## config.mk

```make
export PLATFORM = sky130hd
export DESIGN_NAME = demux_router
export DESIGN_NICKNAME = d
export VERILOG_FILES = /design/src/rtl/demux_router.sv
export SDC_FILE = /design/constraint.sdc
export NUM_CORES = 1
export LEC_CHECK = 0
export ABC_AREA = 1
export BUFFER_PORTS_ARGS = -buffer_cell sky130_fd_sc_hd__buf_4
export CAP_MARGIN = 10
export CORE_MARGIN = 2
export CORE_UTILIZATION = 25
export CTS_CLUSTER_DIAMETER = 120
export DETAILED_ROUTE_END_ITERATION = 7
export MAX_ROUTING_LAYER = met4
export PLACE_DENSITY = 0.5
export SYNTH_ARGS = -nofsm -noshare
export SYNTH_HDL_FRONTEND = slang
export SYNTH_SLANG_ARGS = --single-unit
```

## constraint.sdc

```tcl
create_clock -name clk -period 3.65 [get_ports clk]
set_clock_uncertainty 0.2 [all_clocks]
set_input_delay 0.73 -clock clk [delete_from_list [all_inputs] [get_ports clk]]
set_output_delay 0.73 -clock clk [all_outputs]
set_load 0.02 [all_outputs]
```

## src/rtl/demux_router.sv

```systemverilog
// demux_router: routes input beats to one of four output channels through a
// single-entry output register with valid/ready handshakes on both sides.
// Ports: clk, rst (sync, active-high); in_data/in_sel/in_valid/in_last/in_ready
// input side; out_data/out_last/out_valid[3:0]/out_ready[3:0] output side;
// pkt_cnt counts packets whose last beat was accepted.
module demux_router #(
    parameter int WIDTH = 8,
    parameter bit LOCK  = 1'b0
) (
    input  logic             clk,
    input  logic             rst,
    input  logic [WIDTH-1:0] in_data,
    input  logic [1:0]       in_sel,
    input  logic             in_valid,
    input  logic             in_last,
    output logic             in_ready,
    output logic [WIDTH-1:0] out_data,
    output logic             out_last,
    output logic [3:0]       out_valid,
    input  logic [3:0]       out_ready,
    output logic [7:0]       pkt_cnt
);

    typedef enum logic {
        IDLE,
        PKT
    } state_t;

    state_t     state;
    logic       full;
    logic [1:0] out_dest;
    logic [1:0] dest_q;
    logic       accept;
    logic       done;
    logic [1:0] dest;

    // The slot frees up in the same cycle its beat drains.
    assign in_ready  = !full || out_ready[out_dest];
    assign accept    = in_valid && in_ready;
    assign done      = full && out_ready[out_dest];
    assign dest      = (state == PKT) ? dest_q : in_sel;
    assign out_valid = full ? (4'b0001 << out_dest) : 4'b0000;

    always_ff @(posedge clk) begin
        if (rst) begin
            full     <= 1'b0;
            out_dest <= 2'd0;
            out_data <= '0;
            out_last <= 1'b0;
        end else if (accept) begin
            full     <= 1'b1;
            out_dest <= dest;
            out_data <= in_data;
            out_last <= in_last;
        end else if (done) begin
            full <= 1'b0;
        end
    end

    always_ff @(posedge clk) begin
        if (rst) begin
            pkt_cnt <= 8'd0;
        end else if (accept && in_last) begin
            pkt_cnt <= pkt_cnt + 8'd1;
        end
    end

    // Destination lock: only multi-beat packets leave IDLE.
    always_ff @(posedge clk) begin
        if (rst) begin
            state  <= IDLE;
            dest_q <= 2'd0;
        end else if (LOCK && accept) begin
            unique case (state)
                IDLE: begin
                    if (!in_last) begin
                        state  <= PKT;
                        dest_q <= in_sel;
                    end
                end
                PKT: begin
                    if (in_last) begin
                        state <= IDLE;
                    end
                end
                default: state <= IDLE;
            endcase
        end
    end

endmodule

```

Yosys cells after proc, flatten, opt, wreduce, memory -nomap -nowiden. Index checks and enable logic that the tools add are counted.

Add/sub/neg operators: 1. $mul: 0. Div/mod/pow operators: 0. Magnitude comparators: 1. Equality and inequality tests: 0. Shift operators: 1. Mux-type cells: 5. Bitwise logic cells: 0. Reduce and logical (&&, ||, !) cells: 6.

Operators with widths (count): 8-bit by 1-bit adder with 8-bit output, second input constant (1); 4-bit 2-to-1 mux (1); 1-bit by 2-bit << shifter with 4-bit output, first input constant (1); 1-bit logical AND (3); 2-bit by 3-bit less-than comparator with 1-bit output, second input constant (1); 1-bit 2-to-1 mux (3); 1-bit binary-select mux with 2-bit select (1); 2-bit nonzero test (1); 1-bit zero test (1); 1-bit logical OR (1).

Register bits: 20. Bits in latches: 0. RAM bits: 0. Memory bits (read-only): 0. Output and inout port bits: 22. Logic and storage cells: 19. Memories: 0.

Longest topological paths before layout.
Depth in word-level cells: 5. Gate-level depth with buffers: 9.

Least setup slack after synthesis. Ideal clock, no wire load.

Path type: input to output. From: input out_ready[3]. To: output in_ready. Arrival time: 1184 ps. Setup slack: 1536 ps. Stages: 5. Cell sequence: nand2_1 -> nand2_1 -> nand2_2 -> nand3_4 -> buf_6.

Longest elaborated chain between the ends: 3.

Ends and longest elaborated chain: start: declaration (RTL line 20) `input logic [3:0] out_ready,`; 1-bit binary-select mux with 2-bit select (RTL line 38) `assign in_ready = !full || out_ready[out_dest];`; 1-bit 2-to-1 mux (not written as such) (RTL line 38); 1-bit logical OR (RTL line 38); end: declaration (RTL line 16) `output logic in_ready,`.

Every way passes these cells. The select of a mux whose other input is x is not followed.

Final worst setup path.
From: input out_ready[2]. To: output in_ready.

The elaborated chain is that of the path after synthesis.

==> results.txt <==
* Max Cap Violations: 0
- In the final routed layout, each cell accounts on average for about 11 um.
* Setup slack, reg-to-reg: approximately 1900 ps
- Via count: 1010
* Number of antenna violations at the first check in global routing: 0
* Number of antenna cells inserted: 0
* Tightest Pin Transition: roughly 530 ps
* GR Util met2: 0.205
- For the worst setup path, the data required time is 2720 ps.
- The path class of the tightest hold or removal check is reg -> reg.
- From left edge to right edge, the die measures ~67 um.
* Max Fanout on Critical Path: 18
* CTS Root Buffer Type: sky130_fd_sc_hd__clkbuf_8
- Worst slew margin relative to its limit: 0.644
* Final setup violation count: 0
* All-Layer GR Usage: 0.119
- In this run the post-CTS setup repair buffer count came out at 0.
* Syn_nets: 168
* Top Family by Delay on Critical Path: simple AND/OR/NAND/NOR gates
- The total area inside the core boundary comes to 3740 sq um.
- Count of H-tree levels built during CTS: 1
- The number of pins with negative max-slew slack in the final report is 0.
- The Yosys step of the flow raised 0 warnings.
- For this run, the detailed router's first-pass iteration total came to 4.
- Final std cell area, no fill: 1370 sq um
- Summed over all layers, the routed wires come to roughly 2.5 mm.
- In this run the deepest clock path goes through 2 buffers.
- After synthesis, the netlist uses 20 different library cells.
* Static leakage: roughly 0.67 nW
* Num rows: 22
* Count of buffers inserted at the top-level ports: 39
- The number of gates resized after CTS was 0.
- The later pin in the worst-skew pair is clocked with a latency of between 200 and 300 ps.
* #FFs+latches synth: 20
- Clock net sink count: 20
- Synth-to-Final Area Change: 37.2%
* Slowest cell delay on critical path: 230 ps
- Hold repair after CTS inserted 0 buffers.
* Number of buffers created by CTS: 3
- Power consumption: between 0.0005 and 0.0006 W
* Ordered list of cells on the worst path: buf_4, nand2_1, nand2_1, nand2_2, nand3_4, buf_4
- The number of global-route vias before repair came to about 950.
* Unrepaired setup endpoints after global routing: no
* Global-route wire length before repair: around 4.1 mm
- Min Hold Slack: between 200 and 300 ps
- Share of the core filled with cells: 0.366
- Net total in the final layout: roughly 210
- Peak ir drop on the vdd network: between 0.15 and 0.2 mV
- The slowest stage of the critical path is the sky130_fd_sc_hd__buf_4 cell.
- Summed over all layers, the global routing overflow is 0.
* Critical path launch point type: primary input
- Outcome: finished, final reports clean
- For this configuration, the core starts out at a cell density of 0.267.
- TritonCTS built the clock tree.
- The critical path is of the in -> out type.
- Routability-driven placement finished with a final weighted congestion of 0.774.
- The worst setup path is captured at an output pin.
- Clock-pin transition on the worst setup and hold timing paths: roughly 80 ps
* Max Clock Freq: 0.416 GHz
* Die footprint: ~4500 sq um
* Mapped Avg Cell Area: around 6.7 sq um
- After legalization and detailed placement, the total HPWL measured 1.88 mm.
- Combined buffer and inverter count along the critical path: 2
- For met3 alone, demand over resource in global routing was 0.0150.
* Post-detailed-route DRC marker count: 0
* Number of standard cells after synthesis: about 150
* Netlist area before placement: around 1000 sq um
- Final Critical Period: 2400 ps
* Remaining antenna violation count: 0
* Height of the die: between 60 and 70 um
* Number of design-rule violations left by the first detailed-router iteration: 20
- Dividing total power by cell area gives a power density of 380 nW/um^2.
- STA puts the critical path data arrival time at between 1000 and 1500 ps.
- Entering global routing, the biggest net connects 19 pins.
* Gr busiest metal: met2
* Proportion of layout cells with a drive suffix above 1: 0.273
- Fin crit share: 0.658
- Adding up every negative setup slack in the final design gives 0 ps.
- For met1 alone, demand over resource in global routing was 0.137.
* Io pins: 40
- Part of the Yosys area used for sequential elements: 0.401
- Per-cell via count in the routed design: 4.30
- In this run the cell area measured after placement is 1320 sq um.
- The final count of hold timing violations is 0.
==> final cells by class <==
type	count	area [sq um]
Clock buffer	4	55.1
Fill cell	436	2370
Inverter	25	93.8
Multi-Input combinational cell	99	468
Sequential cell	20	400
Tap cell	48	60.1
Timing Repair Buffer	39	293
==> power by group <==
part           internal [W]  switching, W
Combinational     0.0000450     0.0000630
Clock             0.0000960     0.0000744
Sequential         0.000232     0.0000106
Total              0.000373      0.000148
==> sequential cells by signal, indices dropped and copies added (netlist names) <==
name / count
full: 1
out_data: 8
out_dest: 2
out_last: 1
pkt_cnt: 8
==> worst paths after layout <==
kind | end | startpoint | cells after the start
setup reg to reg | out_dest[0]$_SDFFE_PP0P_ | out_dest[0]$_SDFFE_PP0P_ | 9
hold reg to reg | out_last$_SDFFE_PP0P_ | out_last$_SDFFE_PP0P_ | 2
setup / recovery | in_ready | out_ready[2] | 6
hold / removal | out_last$_SDFFE_PP0P_ | out_last$_SDFFE_PP0P_ | 2
==> cells in the final DEF, fill, tap and decap left out, drive strengths merged <==
cell type and count:
nor3 5, ha 1, o21ai 10, nor2 31, nand3 9, buf 39, nor3b 1, nand2 32
nand4 8, a21oi 2, clkbuf 4, inv 25, dfxtp 20
==> synth_stat cells, drive strengths merged <==
master | n | share of area
a21oi | 2 | 0.014
buf | 4 | 0.033
clkbuf | 1 | 0.0038
dfxtp | 20 | 0.40
ha | 1 | 0.013
inv | 25 | 0.094
nand2 | 32 | 0.14
nand3 | 9 | 0.058
nand4 | 8 | 0.050
nor2 | 31 | 0.12
nor3 | 5 | 0.025
nor3b | 1 | 0.0075
o21ai | 10 | 0.050
==> tightest hold or removal path: cells and delay by family, from the launching register on <==
| kind | cells | cell delay [ps] |
|---|---|---|
| flip-flops | 1 | 320 |
| AO/OA/AOI/OAI | 1 | 40 |
| AND/OR/NAND/NOR | 1 | 70 |
==> per-stage QoR <==
step                      cells  setup slack [ps]
final                       235              1250
after detailed placement    231              1240
after global placement      231              1280
after global routing        235              1190
after floorplan             149              1540
after CTS                   235              1240
==> cell families (layout without fill, tap and decap cells) <==
| kind of cell | count (synthesis) | in the layout | share of synthesized area |
|---|---|---|---|
| flops | 20 | 20 | 0.401 |
| simple gates | 86 | 86 | 0.392 |
| fa+ha+maj | 1 | 1 | 0.0125 |
| buf+inv | 30 | 68 | 0.130 |
| compound gates | 12 | 12 | 0.0639 |
==> layer usage <==
| metal | up-vias | share of wire |
|---|---|---|
| met1 | 447 | 0.46 |
| met4 | 0 | 0.016 |
| met2 | 22 | 0.49 |
| met5 | - | 0 |
| li1 | 537 | - |
| met3 | 4 | 0.033 |
No activity file was read; power rests on OpenSTA's default activity.
